--- config.mk ---
export PLATFORM = sky130hd
export DESIGN_NAME = mmss_set_ctrl_flat
export DESIGN_NICKNAME = d
export VERILOG_FILES = /design/src/rtl/mmss_set_ctrl_if.sv /design/src/rtl/mmss_set_ctrl.sv /design/src/flat_wrapper.sv
export SDC_FILE = /design/constraint.sdc
export NUM_CORES = 1
export LEC_CHECK = 0
export BUFFER_PORTS_ARGS = -buffer_cell sky130_fd_sc_hd__buf_2
export CORE_ASPECT_RATIO = 0.75
export CORE_UTILIZATION = 52
export DETAILED_ROUTE_END_ITERATION = 10
export PLACE_DENSITY = 0.72
export SYNTH_ARGS = -nofsm -noshare
export SYNTH_HDL_FRONTEND = slang
export SYNTH_SLANG_ARGS = --single-unit
--- constraint.sdc ---
create_clock -name clk -period 2.5 [get_ports clk]
set_input_delay 0.5 -clock clk [delete_from_list [all_inputs] [get_ports clk]]
set_output_delay 0.5 -clock clk [all_outputs]
set_load 0.005 [all_outputs]
--- src/rtl/mmss_set_ctrl_if.sv ---
// rtl/mmss_set_ctrl_if.sv - button inputs and display outputs of the MM:SS run/set controller
interface mmss_set_ctrl_if;
    logic       btn_mode;
    logic       btn_inc;
    logic [2:0] min1;
    logic [3:0] min0;
    logic [2:0] sec1;
    logic [3:0] sec0;
    logic [3:0] blank;
    logic       colon;
    logic       running;
    logic       sec_pulse;

    modport master (
        output btn_mode, btn_inc,
        input  min1, min0, sec1, sec0, blank, colon, running, sec_pulse
    );

    modport slave (
        input  btn_mode, btn_inc,
        output min1, min0, sec1, sec0, blank, colon, running, sec_pulse
    );
endinterface

--- src/rtl/mmss_set_ctrl.sv ---
// rtl/mmss_set_ctrl.sv - MM:SS time digits, 1 Hz prescaler and run/set mode FSM
// Optional build macro MMSS_AUTO_REPEAT_EN adds auto-repeat for a held increment button.
module mmss_set_ctrl #(
    parameter int TICK_DIV   = 50000000,
    parameter int REPEAT_DIV = 12500000
) (
    input  logic           clk,
    input  logic           rst,
    mmss_set_ctrl_if.slave bus
);
    localparam int PW   = $clog2(TICK_DIV);
    localparam int HALF = TICK_DIV / 2;
    localparam logic [PW-1:0] PRE_MAX  = PW'(TICK_DIV - 1);
    localparam logic [PW-1:0] PRE_HALF = PW'(HALF);

    localparam logic [2:0] ST_RUN = 3'd0;
    localparam logic [2:0] ST_M1  = 3'd1;
    localparam logic [2:0] ST_M0  = 3'd2;
    localparam logic [2:0] ST_S1  = 3'd3;
    localparam logic [2:0] ST_S0  = 3'd4;

    if (TICK_DIV < 4 || (TICK_DIV % 2) != 0 || REPEAT_DIV < 1) begin : g_param_check
        $error("mmss_set_ctrl: TICK_DIV must be even and >= 4, REPEAT_DIV must be >= 1");
    end

    logic [2:0]    st;
    logic [PW-1:0] pre;
    logic [2:0]    min1_q;
    logic [3:0]    min0_q;
    logic [2:0]    sec1_q;
    logic [3:0]    sec0_q;
    logic          mode_q;
    logic          inc_q;
    logic          sec_pulse_q;

    logic mode_press;
    logic inc_press;
    logic inc_fire;
    logic in_set;
    logic pre_wrap;

    assign mode_press = bus.btn_mode & ~mode_q;
    assign inc_press  = bus.btn_inc & ~inc_q;
    assign in_set     = (st != ST_RUN);
    assign pre_wrap   = (pre == PRE_MAX);

`ifdef MMSS_AUTO_REPEAT_EN
    localparam int RMAX = (HALF > REPEAT_DIV) ? HALF : REPEAT_DIV;
    localparam int RW   = $clog2(RMAX + 1);

    logic [RW-1:0] rep_cnt;
    logic [RW-1:0] rep_k;
    logic          rep_armed;
    logic          held;
    logic          rep_fire;

    // First repeat after HALF held cycles, then every REPEAT_DIV cycles.
    assign held     = in_set & bus.btn_inc & inc_q & ~mode_press;
    assign rep_k    = rep_cnt + RW'(1);
    assign rep_fire = held & (rep_armed ? (rep_k == RW'(REPEAT_DIV)) : (rep_k == RW'(HALF)));
    assign inc_fire = in_set & ~mode_press & (inc_press | rep_fire);

    always_ff @(posedge clk) begin
        if (rst || !held) begin
            rep_cnt   <= '0;
            rep_armed <= 1'b0;
        end else if (rep_fire) begin
            rep_cnt   <= '0;
            rep_armed <= 1'b1;
        end else begin
            rep_cnt   <= rep_k;
        end
    end
`else
    assign inc_fire = in_set & ~mode_press & inc_press;
`endif

    always_ff @(posedge clk) begin
        if (rst) begin
            st          <= ST_RUN;
            pre         <= '0;
            min1_q      <= 3'd0;
            min0_q      <= 4'd0;
            sec1_q      <= 3'd0;
            sec0_q      <= 4'd0;
            mode_q      <= 1'b0;
            inc_q       <= 1'b0;
            sec_pulse_q <= 1'b0;
        end else begin
            mode_q      <= bus.btn_mode;
            inc_q       <= bus.btn_inc;
            sec_pulse_q <= 1'b0;
            pre         <= pre_wrap ? '0 : pre + PW'(1);

            if (st == ST_RUN) begin
                if (pre_wrap) begin
                    sec_pulse_q <= 1'b1;
                    if (sec0_q == 4'd9) begin
                        sec0_q <= 4'd0;
                        if (sec1_q == 3'd5) begin
                            sec1_q <= 3'd0;
                            if (min0_q == 4'd9) begin
                                min0_q <= 4'd0;
                                min1_q <= (min1_q == 3'd5) ? 3'd0 : min1_q + 3'd1;
                            end else begin
                                min0_q <= min0_q + 4'd1;
                            end
                        end else begin
                            sec1_q <= sec1_q + 3'd1;
                        end
                    end else begin
                        sec0_q <= sec0_q + 4'd1;
                    end
                end
                if (mode_press) begin
                    st <= ST_M1;
                end
            end else if (mode_press) begin
                case (st)
                    ST_M1:   st <= ST_M0;
                    ST_M0:   st <= ST_S1;
                    ST_S1:   st <= ST_S0;
                    default: st <= ST_RUN;
                endcase
                // A fresh full second starts when editing finishes.
                if (st == ST_S0) begin
                    pre <= '0;
                end
            end else if (inc_fire) begin
                pre <= '0;
                case (st)
                    ST_M1:   min1_q <= (min1_q == 3'd5) ? 3'd0 : min1_q + 3'd1;
                    ST_M0:   min0_q <= (min0_q == 4'd9) ? 4'd0 : min0_q + 4'd1;
                    ST_S1:   sec1_q <= (sec1_q == 3'd5) ? 3'd0 : sec1_q + 3'd1;
                    ST_S0:   sec0_q <= (sec0_q == 4'd9) ? 4'd0 : sec0_q + 4'd1;
                    default: ;
                endcase
            end
        end
    end

    logic blink_off;
    assign blink_off = (pre >= PRE_HALF);

    always_comb begin
        bus.blank = 4'b0000;
        case (st)
            ST_M1:   bus.blank[3] = blink_off;
            ST_M0:   bus.blank[2] = blink_off;
            ST_S1:   bus.blank[1] = blink_off;
            ST_S0:   bus.blank[0] = blink_off;
            default: ;
        endcase
    end

    assign bus.colon     = in_set ? 1'b1 : ~blink_off;
    assign bus.running   = (st == ST_RUN);
    assign bus.sec_pulse = sec_pulse_q;
    assign bus.min1      = min1_q;
    assign bus.min0      = min0_q;
    assign bus.sec1      = sec1_q;
    assign bus.sec0      = sec0_q;
endmodule
--- src/flat_wrapper.sv ---
// flat-port wrapper written by rule: the top's interface ports become plain ports
module mmss_set_ctrl_flat 
#(
    parameter int TICK_DIV   = 50000000,
    parameter int REPEAT_DIV = 12500000
)
  (clk, rst, bus_btn_mode, bus_btn_inc, bus_min1, bus_min0, bus_sec1, bus_sec0, bus_blank, bus_colon, bus_running, bus_sec_pulse);
  mmss_set_ctrl_if bus_i ();
  input  logic clk;
  input  logic rst;
  input wire logic [$bits(bus_i.btn_mode)-1:0] bus_btn_mode;
  input wire logic [$bits(bus_i.btn_inc)-1:0] bus_btn_inc;
  output wire logic [$bits(bus_i.min1)-1:0] bus_min1;
  output wire logic [$bits(bus_i.min0)-1:0] bus_min0;
  output wire logic [$bits(bus_i.sec1)-1:0] bus_sec1;
  output wire logic [$bits(bus_i.sec0)-1:0] bus_sec0;
  output wire logic [$bits(bus_i.blank)-1:0] bus_blank;
  output wire logic [$bits(bus_i.colon)-1:0] bus_colon;
  output wire logic [$bits(bus_i.running)-1:0] bus_running;
  output wire logic [$bits(bus_i.sec_pulse)-1:0] bus_sec_pulse;
  assign bus_i.btn_mode = bus_btn_mode;
  assign bus_i.btn_inc = bus_btn_inc;
  assign bus_min1 = bus_i.min1;
  assign bus_min0 = bus_i.min0;
  assign bus_sec1 = bus_i.sec1;
  assign bus_sec0 = bus_i.sec0;
  assign bus_blank = bus_i.blank;
  assign bus_colon = bus_i.colon;
  assign bus_running = bus_i.running;
  assign bus_sec_pulse = bus_i.sec_pulse;
  mmss_set_ctrl #(.TICK_DIV(TICK_DIV), .REPEAT_DIV(REPEAT_DIV)) u_core (.clk(clk), .rst(rst), .bus(bus_i));
endmodule
==> out/qor.json <==
{
  "outcome": {
    "run_status": "completed"
  },
  "sta": {
    "timing.final.crit_share_pct": 91.9,
    "final.min_clock_period_ns": 2.30,
    "setup_violations": 0,
    "timing_hold_violations_final": 0,
    "worstMarginPinSlew_ns": 0.616,
    "unrepaired_setup_endpoints_after_global_routing": "false",
    "finalMaxSlewViolations": 0,
    "finalSetupTns_ns": 0,
    "clock-skew-final_ns": 0.00520,
    "slew_headroom_pct": 58.5,
    "fmax_mhz": 435
  },
  "critical_path": {
    "critical_path.endpoint_type": "primary output",
    "cp_max_fo": 7,
    "timing.rr.end": "u_core.bus.min0[2]",
    "worst-r2r-setup-slack_ns": 0.27,
    "timing.setup.critical_path_class": "reg2out",
    "cell_count_of_the_worst_reg_to_reg_path": 6,
    "startpoint_class": "flop",
    "setup.worst_path.start": "u_core.pre[19]",
    "crit_path_end": "bus_blank[0]",
    "worst_ep_required_time_ns": 2.00,
    "cp.arrival_ns": 1.80,
    "reg2reg_from": "u_core.pre[0]"
  },
  "synth": {
    "synth_top_area_share_pct": 37.0,
    "synth_enable_flop_cells": 0,
    "synth-warning-count": 0,
    "synth_seq_cells": 46,
    "synth_fp_nets": 313,
    "asyncSetResetFlopFracSynth_pct": 0,
    "synth_seq_area_share_pct": 37.0,
    "number_of_unique_standard_cell_types_used_by_synthesis": 47,
    "synth_largest_area_cell": "dfxtp_1",
    "post_synthesis_instance_area_sq_um": 2490,
    "syn_inst": 306,
    "ys_top_cells_by_area": "dfxtp_1, nor2_1, xor2_1",
    "syn-mean-instance-area_sq_um": 8.14,
    "synth-main-ff-cell": "dfxtp_1"
  },
  "floorplanning": {
    "die_w_microns": 81.9,
    "fp-row-count": 21,
    "core_sq_um": 4520,
    "die_area_sq_um": 5070,
    "die-height_microns": 61.9,
    "initial_core_util_pct": 55.1,
    "io_pins": 25
  },
  "layout": {
    "count_of_filler_cells_inserted_in_the_layout": 435,
    "seqCellArea_sq_um": 922,
    "post_route_cells_drive_above_1_share_pct": 13.1,
    "multiInputGateArea_sq_um": 1450,
    "syn2layout_area_growth_pct": 9.29,
    "diode_count": 0,
    "final_core_util_pct": 60.2,
    "finish.net_count": 336
  },
  "global_routing": {
    "grt_antenna_before_repair": 0,
    "maximum_number_of_pins_on_one_net_before_global_route_repair": 28,
    "grt-ovfl-total": 0,
    "grt_first_pass_wirelength_microns": 8670,
    "first_global_vias": 1735,
    "grt_usage_pct": 22.9
  },
  "detailed_routing": {
    "routed_wirelength_microns": 5410,
    "viasPerCell": 5.64,
    "ant_nets": 0,
    "detail_route.iter0.violations": 185,
    "routed-via-count": 2176,
    "detail_route.wl_per_cell_microns": 14.0,
    "drt_pre_antenna_iters": 4,
    "drcViolationCount": 0
  },
  "run": {
    "max_cap_check_violation_count": 0
  },
  "worst_hold_path": {
    "holdCritPathClass": "in2reg"
  },
  "clock_tree": {
    "htreeDepth": 2,
    "cts_tree": "yes",
    "post_cts_resize_count": 0,
    "cts_num_sinks": 46,
    "ctsRootBufferMaster": "clkbuf_8",
    "clk_path_buf_depth": 2,
    "tritoncts.num_buffers": 5,
    "cts_setup_buffers": 0,
    "holdBufCountCts": 0,
    "clock_insertion_delay_worst_skew_ns": 0.29,
    "cts.clk_slew.worst_paths_ns": 0.08
  },
  "place": {
    "post_detail_place_hpwl_microns": 3950,
    "final_replace_weighted_congestion": 0.867,
    "portBuffers": 24
  },
  "power_and_ir_drop": {
    "power_leakage_uw": 0.000999,
    "power.density_cell_area_nw_per_um2": 460,
    "worst_ir_drop_vdd_mv": 0.385
  }
}
[power by group]
group	internal, uW	total [uW]	switching, uW
clock	193	413	220
combinational	27.5	82.6	55.1
sequential	742	757	14.7
[placed cells by master (no fill, tap or decap), drive strengths merged, types with 5 or more instances in the layout]
cell type,n
dfxtp,46
nor2b,12
o21ai,9
nor3,6
xor2,14
nor2,45
xnor2,10
nand2,17
buf,28
clkbuf,7
a21oi,19
nand3,20
nand4,14
mux2,5
inv,13
nor4,10
and2,9
[worst max-delay path: stages, from the launching register on]
cell	delay [ns]
dfxtp_1	0.42
and3_1	0.33
nand4_1	0.14
a21o_1	0.24
a211oi_1	0.23
buf_2	0.15
[sequential cells by signal, indices dropped and copies added (netlist names)]
signal	count
u_core.bus.min0	4
u_core.bus.min1	3
u_core.bus.sec0	4
u_core.bus.sec1	3
u_core.bus.sec_pulse	1
u_core.inc_q	1
u_core.mode_q	1
u_core.pre	26
u_core.st	3
[cells by family (layout without fill, tap and decap cells)]
family | count (synthesis) | after routing | share of synthesized area, %
buffers and inverters | 25 | 48 | 5.02
adder cells (fa/ha/maj) | 3 | 3 | 1.51
AO/OA/AOI/OAI | 43 | 43 | 10.6
XOR/XNOR | 24 | 24 | 8.44
AND/OR/NAND/NOR | 160 | 160 | 35.2
flip-flops | 46 | 46 | 37.0
multiplexers | 5 | 5 | 2.26
[worst min path at each step]
| stage | slack (ns) | depth (start not counted) | start | end |
|---|---|---|---|---|
| finish | 0.45 | 2 | bus_btn_inc | u_core.inc_q |
| global route | 0.46 | 2 | bus_btn_inc | u_core.inc_q |
| CTS | 0.45 | 2 | bus_btn_mode | u_core.mode_q |
| detailed placement | 0.48 | 1 | u_core.pre[0] | u_core.pre[0] |
| global placement | 0.47 | 1 | u_core.pre[0] | u_core.pre[0] |
| floorplan | 0.46 | 1 | u_core.pre[0] | u_core.pre[0] |
[final cells by class]
class                           instances  area share (%)
Clock buffer                            7            2.80
Multi-Input combinational cell        235            53.4
Sequential cell                        46            33.9
Timing Repair Buffer                   28            5.51
Tap cell                               57            2.62
Inverter                               13            1.79
[Yosys cell counts (2+ instances only)]
master    count
clkbuf_1      4
a41o_1        2
nor2_1       45
nor3b_1       2
dfxtp_1      46
o211ai_1      2
a21oi_1      19
nor4bb_1      4
a21o_1        2
ha_1          3
or4bb_1       2
inv_1        13
nand2_1      17
or3_1         3
a211oi_1      2
nand2b_1      2
nor2b_1      12
xor2_1       14
and4_1        4
buf_6         3
nand3_1      20
and2_1        9
nor4_1        9
xnor2_1      10
buf_2         3
nand4_1      14
o21ai_0       9
nor3_1        6
and3_1        3
mux2_2        5
[layer usage]
| metal | vias up | track usage [%] | wire length [microns] | part of all wire (%) |
|---|---|---|---|---|
| li1 | 1127 | - | - | - |
| met1 | 982 | 36.5 | 2980 | 55 |
| met2 | 65 | 29.5 | 2030 | 37 |
| met3 | 2 | 5.55 | 375 | 6.9 |
| met4 | 0 | 6.02 | 29 | 0.54 |
| met5 | - | 0 | 0 | 0 |
[per-stage QoR]
stage | total power, uW | setup slack [ns] | cell area [sq um] | hold slack [ns] | instances
6_report | 1250 | 0.202 | 2720 | 0.451 | 386
5_1_grt | 1310 | 0.0260 | 2720 | 0.460 | 386
4_1_cts | 1270 | 0.134 | 2710 | 0.448 | 386
3_5_place_dp | 856 | 0.349 | 2640 | 0.484 | 379
3_3_place_gp | 853 | 0.398 | 2640 | 0.474 | 379
2_1_floorplan | 843 | 0.575 | 2490 | 0.456 | 306
No activity file was read; power rests on OpenSTA's default activity.
